<file path="config.mk">
export PLATFORM = sky130hd
export DESIGN_NAME = fetch_controller
export DESIGN_NICKNAME = d
export VERILOG_FILES = /design/src/rtl/fetch_controller.sv
export SDC_FILE = /design/constraint.sdc
export NUM_CORES = 1
export LEC_CHECK = 0
export CORE_UTILIZATION = 37
export CTS_BUF_LIST = sky130_fd_sc_hd__clkbuf_2 sky130_fd_sc_hd__clkbuf_4 sky130_fd_sc_hd__clkbuf_8
export CTS_CLUSTER_DIAMETER = 150
export CTS_CLUSTER_SIZE = 10
export DETAILED_ROUTE_END_ITERATION = 10
export PLACE_DENSITY = 0.68
export SLEW_MARGIN = 15
export SYNTH_ARGS = -nofsm -noshare
export SYNTH_HDL_FRONTEND = slang
export SYNTH_SLANG_ARGS = --single-unit
</file>
<file path="constraint.sdc">
create_clock -name clk -period 3.34 [get_ports clk]
set_input_delay 0.668 -clock clk [delete_from_list [all_inputs] [get_ports clk]]
set_output_delay 0.668 -clock clk [all_outputs]
set_load 0.01 [all_outputs]
</file>
<file path="src/rtl/fetch_controller.sv">
// Instruction fetch sequencer: owns the PC, reads the combinational program ROM and
// feeds a 2-entry instruction buffer to the decoder over a valid/ready handshake.
module fetch_controller #(
  parameter int ADDR_W    = 4,
  parameter int INST_W    = 16,
  parameter int BUF_DEPTH = 2
) (
  input  logic              clk,
  input  logic              rst_n,
  output logic [ADDR_W-1:0] rom_addr,
  input  logic [INST_W-1:0] rom_inst,
  input  logic              halt,
  input  logic              redirect_valid,
  input  logic [ADDR_W-1:0] redirect_addr,
  output logic              inst_valid,
  output logic [INST_W-1:0] inst_out,
  output logic [ADDR_W-1:0] inst_pc,
  input  logic              inst_ready,
  output logic [1:0]        buf_count
);

  localparam logic [3:0]        OP_JMP   = 4'b1000;
  localparam logic [1:0]        CNT_FULL = 2'(BUF_DEPTH);
  localparam logic [ADDR_W-1:0] PC_ONE   = {{(ADDR_W-1){1'b0}}, 1'b1};

  logic [ADDR_W-1:0] pc_r, pc_next_s;
  logic [1:0]        count_r, count_next_s;
  logic              valid_r;
  logic [INST_W-1:0] e0_inst_r, e0_inst_next_s, e1_inst_r, e1_inst_next_s;
  logic [ADDR_W-1:0] e0_pc_r, e0_pc_next_s, e1_pc_r, e1_pc_next_s;
  logic              pop_s, fetch_s, is_jmp_s;

  assign pop_s    = valid_r & inst_ready;
  assign fetch_s  = ~halt & ~redirect_valid & ((count_r != CNT_FULL) | pop_s);
  assign is_jmp_s = (rom_inst[INST_W-1 -: 4] == OP_JMP);

  // Next-PC selection: redirect, then early JMP, then sequential, else hold.
  always_comb begin
    pc_next_s = pc_r;
    if (redirect_valid) begin
      pc_next_s = redirect_addr;
    end else if (fetch_s && is_jmp_s) begin
      pc_next_s = rom_inst[8 +: ADDR_W];
    end else if (fetch_s) begin
      pc_next_s = pc_r + PC_ONE;
    end else begin
      pc_next_s = pc_r;
    end
  end

  // Buffer next state; entry 0 is the head. Empty entries keep stale data on purpose.
  always_comb begin
    e0_inst_next_s = e0_inst_r;
    e0_pc_next_s   = e0_pc_r;
    e1_inst_next_s = e1_inst_r;
    e1_pc_next_s   = e1_pc_r;
    count_next_s   = count_r;
    if (redirect_valid) begin
      count_next_s = 2'd0;
    end else begin
      if (pop_s && (count_r == CNT_FULL)) begin
        e0_inst_next_s = e1_inst_r;
        e0_pc_next_s   = e1_pc_r;
      end else begin
        e0_inst_next_s = e0_inst_r;
        e0_pc_next_s   = e0_pc_r;
      end
      // Push lands in the first slot that is free once any pop has taken effect.
      if (fetch_s) begin
        if ((count_r == 2'd0) || ((count_r == 2'd1) && pop_s)) begin
          e0_inst_next_s = rom_inst;
          e0_pc_next_s   = pc_r;
        end else begin
          e1_inst_next_s = rom_inst;
          e1_pc_next_s   = pc_r;
        end
      end else begin
        e1_inst_next_s = e1_inst_r;
        e1_pc_next_s   = e1_pc_r;
      end
      case ({fetch_s, pop_s})
        2'b10:   count_next_s = count_r + 2'd1;
        2'b01:   count_next_s = count_r - 2'd1;
        default: count_next_s = count_r;
      endcase
    end
  end

  // State registers.
  always_ff @(posedge clk or negedge rst_n) begin
    if (!rst_n) begin
      pc_r      <= '0;
      count_r   <= 2'd0;
      valid_r   <= 1'b0;
      e0_inst_r <= '0;
      e0_pc_r   <= '0;
      e1_inst_r <= '0;
      e1_pc_r   <= '0;
    end else begin
      pc_r      <= pc_next_s;
      count_r   <= count_next_s;
      valid_r   <= (count_next_s != 2'd0);
      e0_inst_r <= e0_inst_next_s;
      e0_pc_r   <= e0_pc_next_s;
      e1_inst_r <= e1_inst_next_s;
      e1_pc_r   <= e1_pc_next_s;
    end
  end

  assign rom_addr   = pc_r;
  assign inst_valid = valid_r;
  assign inst_out   = e0_inst_r;
  assign inst_pc    = e0_pc_r;
  assign buf_count  = count_r;

endmodule

</file>
==> impl_metrics.py <==
metrics = {
    "run_status": {
        "status": "completed",
    },
    "synthesis": {
        "yosys.area.top_type": "dfrtp_1",
        "synthTopCellsByCount": "dfrtp_1 (47), nand2_1 (32), mux2_2 (20)",
        "yosysWarnings": 0,
        "synth_ff_type": "dfrtp_1",
        "synthCells": 191,
        "synth_seq_cells": 47,
        "syn_area_um2": 2150,
        "synth_top_area_share_pct": 54.8,
        "ys_types": 31,
        "yosysSeqAreaShare_pct": 54.8,
        "syn_nets": 220,
        "synth_edf_count": 0,
        "synth_area_per_cell_um2": 11.2,
        "async_reset_ff_share_pct": 100,
        "ys_top_cells_by_area": "dfrtp_1 (55%), mux2_2 (10%), nand2_1 (5.6%), a22oi_1 (5.2%), a222oi_1 (3.3%)",
        "yosysMostFrequentCell": "dfrtp_1",
    },
    "sta": {
        "fin_setup_tns_ns": 0,
        "max-slew-margin-rel_pct": 50.4,
        "worstMarginPinSlew_ns": 0.742,
        "min_period_ns": 2.41,
        "setup-violations-final": 0,
        "fmax_mhz": 415,
        "finalHoldViolations": 0,
        "slew_violations": 0,
        "period_share_pct": 72.2,
        "fin_skew_ns": 0.00731,
        "rsz0062_at_grt": "false",
        "holdWs_ns": 0.353,
    },
    "floorplanning": {
        "dieArea_um2": 6110,
        "die_w_um": 78.2,
        "initial_core_util_pct": 38.8,
        "io-pin-count": 52,
        "rows": 27,
        "die-height_um": 78.2,
        "fp.coreArea_um2": 5540,
    },
    "clock_tree": {
        "post_cts_resized": 0,
        "cts_root_buffer": "clkbuf_8",
        "clkTransAtPathRegs_ns": 0.08,
        "cts_setup_buffers": 0,
        "clock_sinks": 47,
        "cts_buffers": 5,
        "clock_latency_ns": 0.30,
        "htreeDepth": 2,
        "clockBufferDepth": 2,
        "cts_tree": "built",
        "cts_hold_buffers": 0,
    },
    "critical_path": {
        "max_stage_delay_ns": 0.57,
        "critical_path.top_delay_family": "compound AO/OA/AOI/OAI gates",
        "worstSetupPathType": "in -> reg",
        "critPathSlowestCell": "or4b_1",
        "arrival_ns": 2.59,
        "cp-start-kind": "input port",
        "critPathMaxFanout": 20,
        "crit_required_ns": 3.52,
        "r2r_slack_ns": 1.09,
        "critical_path_buf_inv_count": 2,
        "cp_cell_sequence": "clkdlybuf4s50_1 > or4b_1 > o221a_2 > a222oi_1 > inv_1",
        "worst_setup_path_end_kind": "register",
    },
    "placement": {
        "dp.cells": 305,
        "place_congestion": 0.730,
        "dp_hpwl_mm": 3.04,
        "port_buffers": 51,
    },
    "global_route": {
        "antenna_found_initial": 0,
        "grt_max_degree": 48,
        "grt_pass1_vias": 1539,
        "grt_pass1_wl_mm": 7.45,
        "grt_overflow": 0,
        "track_usage_pct": 15.9,
    },
    "pwr": {
        "vdd_drop_max_mv": 0.277,
        "pwr-share-comb_pct": 35.2,
        "leakage_nw": 1.23,
        "switchingPower_mw": 0.603,
        "sw_frac_of_total_pct": 30.7,
        "clkPwrFrac_pct": 16.8,
        "sequentialPowerShare_pct": 48.0,
        "intPower_mw": 1.36,
        "finalPower_mw": 1.97,
        "power_density_nw_per_um2": 702,
    },
    "drt": {
        "drtIter0Drc": 64,
        "wl_mm": 4.50,
        "num_vias": 1653,
        "routedWlPerCell_um": 14.4,
        "ant_nets": 0,
        "vias_per_cell": 5.30,
        "drcViolationCount": 0,
        "firstDrtPassIters": 4,
    },
    "layout": {
        "drive_above_1_share_pct": 15.8,
        "nets": 269,
        "utilization_pct": 50.6,
        "antenna_cells": 0,
        "final_cells": 312,
        "area_delta_synth_final_pct": 30.5,
    },
    "worst_hold_path": {
        "hold_path.class": "in -> async",
    },
    "job": {
        "max_cap_viol_count": 0,
    },
}
-- worst paths after layout --
| check | startpoint | endpoint | cells past startpoint |
|---|---|---|---|
| max | halt | inst_out[14] | 5 |
| min | rst_n | inst_out[1] | 1 |
| max reg2reg | buf_count[0] | inst_out[14] | 6 |
| min reg2reg | inst_out[3] | inst_out[3] | 2 |
| max in group asynchronous | rst_n | e1_pc_r[2] | 1 |
| min in group clk | inst_out[3] | inst_out[3] | 2 |
-- layout make-up --
cell class	count	area (um^2)
inverter	10	37.5
timing repair buffer	55	538
clock inverter	2	13.8
fill	529	2740
clock buffer	5	68.8
multi-input combinational	121	877
tap	72	90.1
sequential	47	1180
-- power groups by stage --
stage / registers (mW) / clock network (mW) / logic (mW)
floorplan: 0.979 / 0 / 0.321
global placement: 0.952 / 0 / 0.681
detailed placement: 0.954 / 0 / 0.702
CTS: 0.945 / 0.345 / 0.703
global route: 0.978 / 0.368 / 0.753
finish: 0.944 / 0.331 / 0.692
-- cells by family (layout without fill, tap and decap cells) --
kind of cell               Yosys count  in the layout  share of synthesized area, %
AOI/OAI and AO/OA                   41             41                          14.8
xor gates and xnor gates             3              3                          1.22
adders and majority gates            4              4                          2.33
buffers and inverters               23             72                          4.84
DFF                                 47             47                          54.8
muxes                               22             22                          11.4
and+or+nand+nor                     51             51                          10.6
-- per-stage QoR --
| stage | setup WS [ns] | cell area [um^2] |
|---|---|---|
| after floorplan | 1.30 | 2150 |
| after global placement | 0.731 | 2720 |
| after detailed placement | 0.593 | 2720 |
| after CTS | 0.933 | 2800 |
| after global routing | 0.873 | 2800 |
| final | 0.930 | 2800 |
-- registers in the layout, summed over array words and instances, names as in the netlist --
register and cells:
rom_addr 4, inst_valid 1, buf_count 2, e1_inst_r 16
e1_pc_r 4, inst_pc 4, inst_out 16
-- cells in the final DEF, fill, tap and decap left out --
| cell type | count |
|---|---|
| a311o_1 | 1 |
| a222oi_1 | 7 |
| clkdlybuf4s50_1 | 50 |
| ha_1 | 4 |
| mux2_2 | 20 |
| a21oi_1 | 5 |
| a21boi_0 | 1 |
| nor2_1 | 6 |
| o21ai_1 | 2 |
| or4b_1 | 1 |
| o221a_2 | 1 |
| nand3_1 | 4 |
| or2_0 | 1 |
| a211oi_1 | 3 |
| xnor2_1 | 3 |
| clkbuf_8 | 5 |
| buf_4 | 5 |
| nor4b_2 | 1 |
| or2_2 | 1 |
| nor3_1 | 1 |
| nor2b_1 | 2 |
| dfrtp_1 | 47 |
| a31oi_1 | 2 |
| nor3_2 | 2 |
| o311ai_0 | 1 |
| mux2i_1 | 2 |
| nand2_1 | 32 |
| clkinv_4 | 1 |
| inv_1 | 10 |
| o221ai_1 | 2 |
| clkinv_2 | 1 |
| a22oi_1 | 15 |
| o21ba_2 | 1 |
-- routing by layer --
metal  wire length, um  vias up  track usage [%]
li1                  -      778                -
met1              2160      809             22.3
met2              2030       61             23.7
met3               268        5             4.77
met4                40        0             4.81
met5                 0        -                0
No activity file was read; power rests on OpenSTA's default activity.
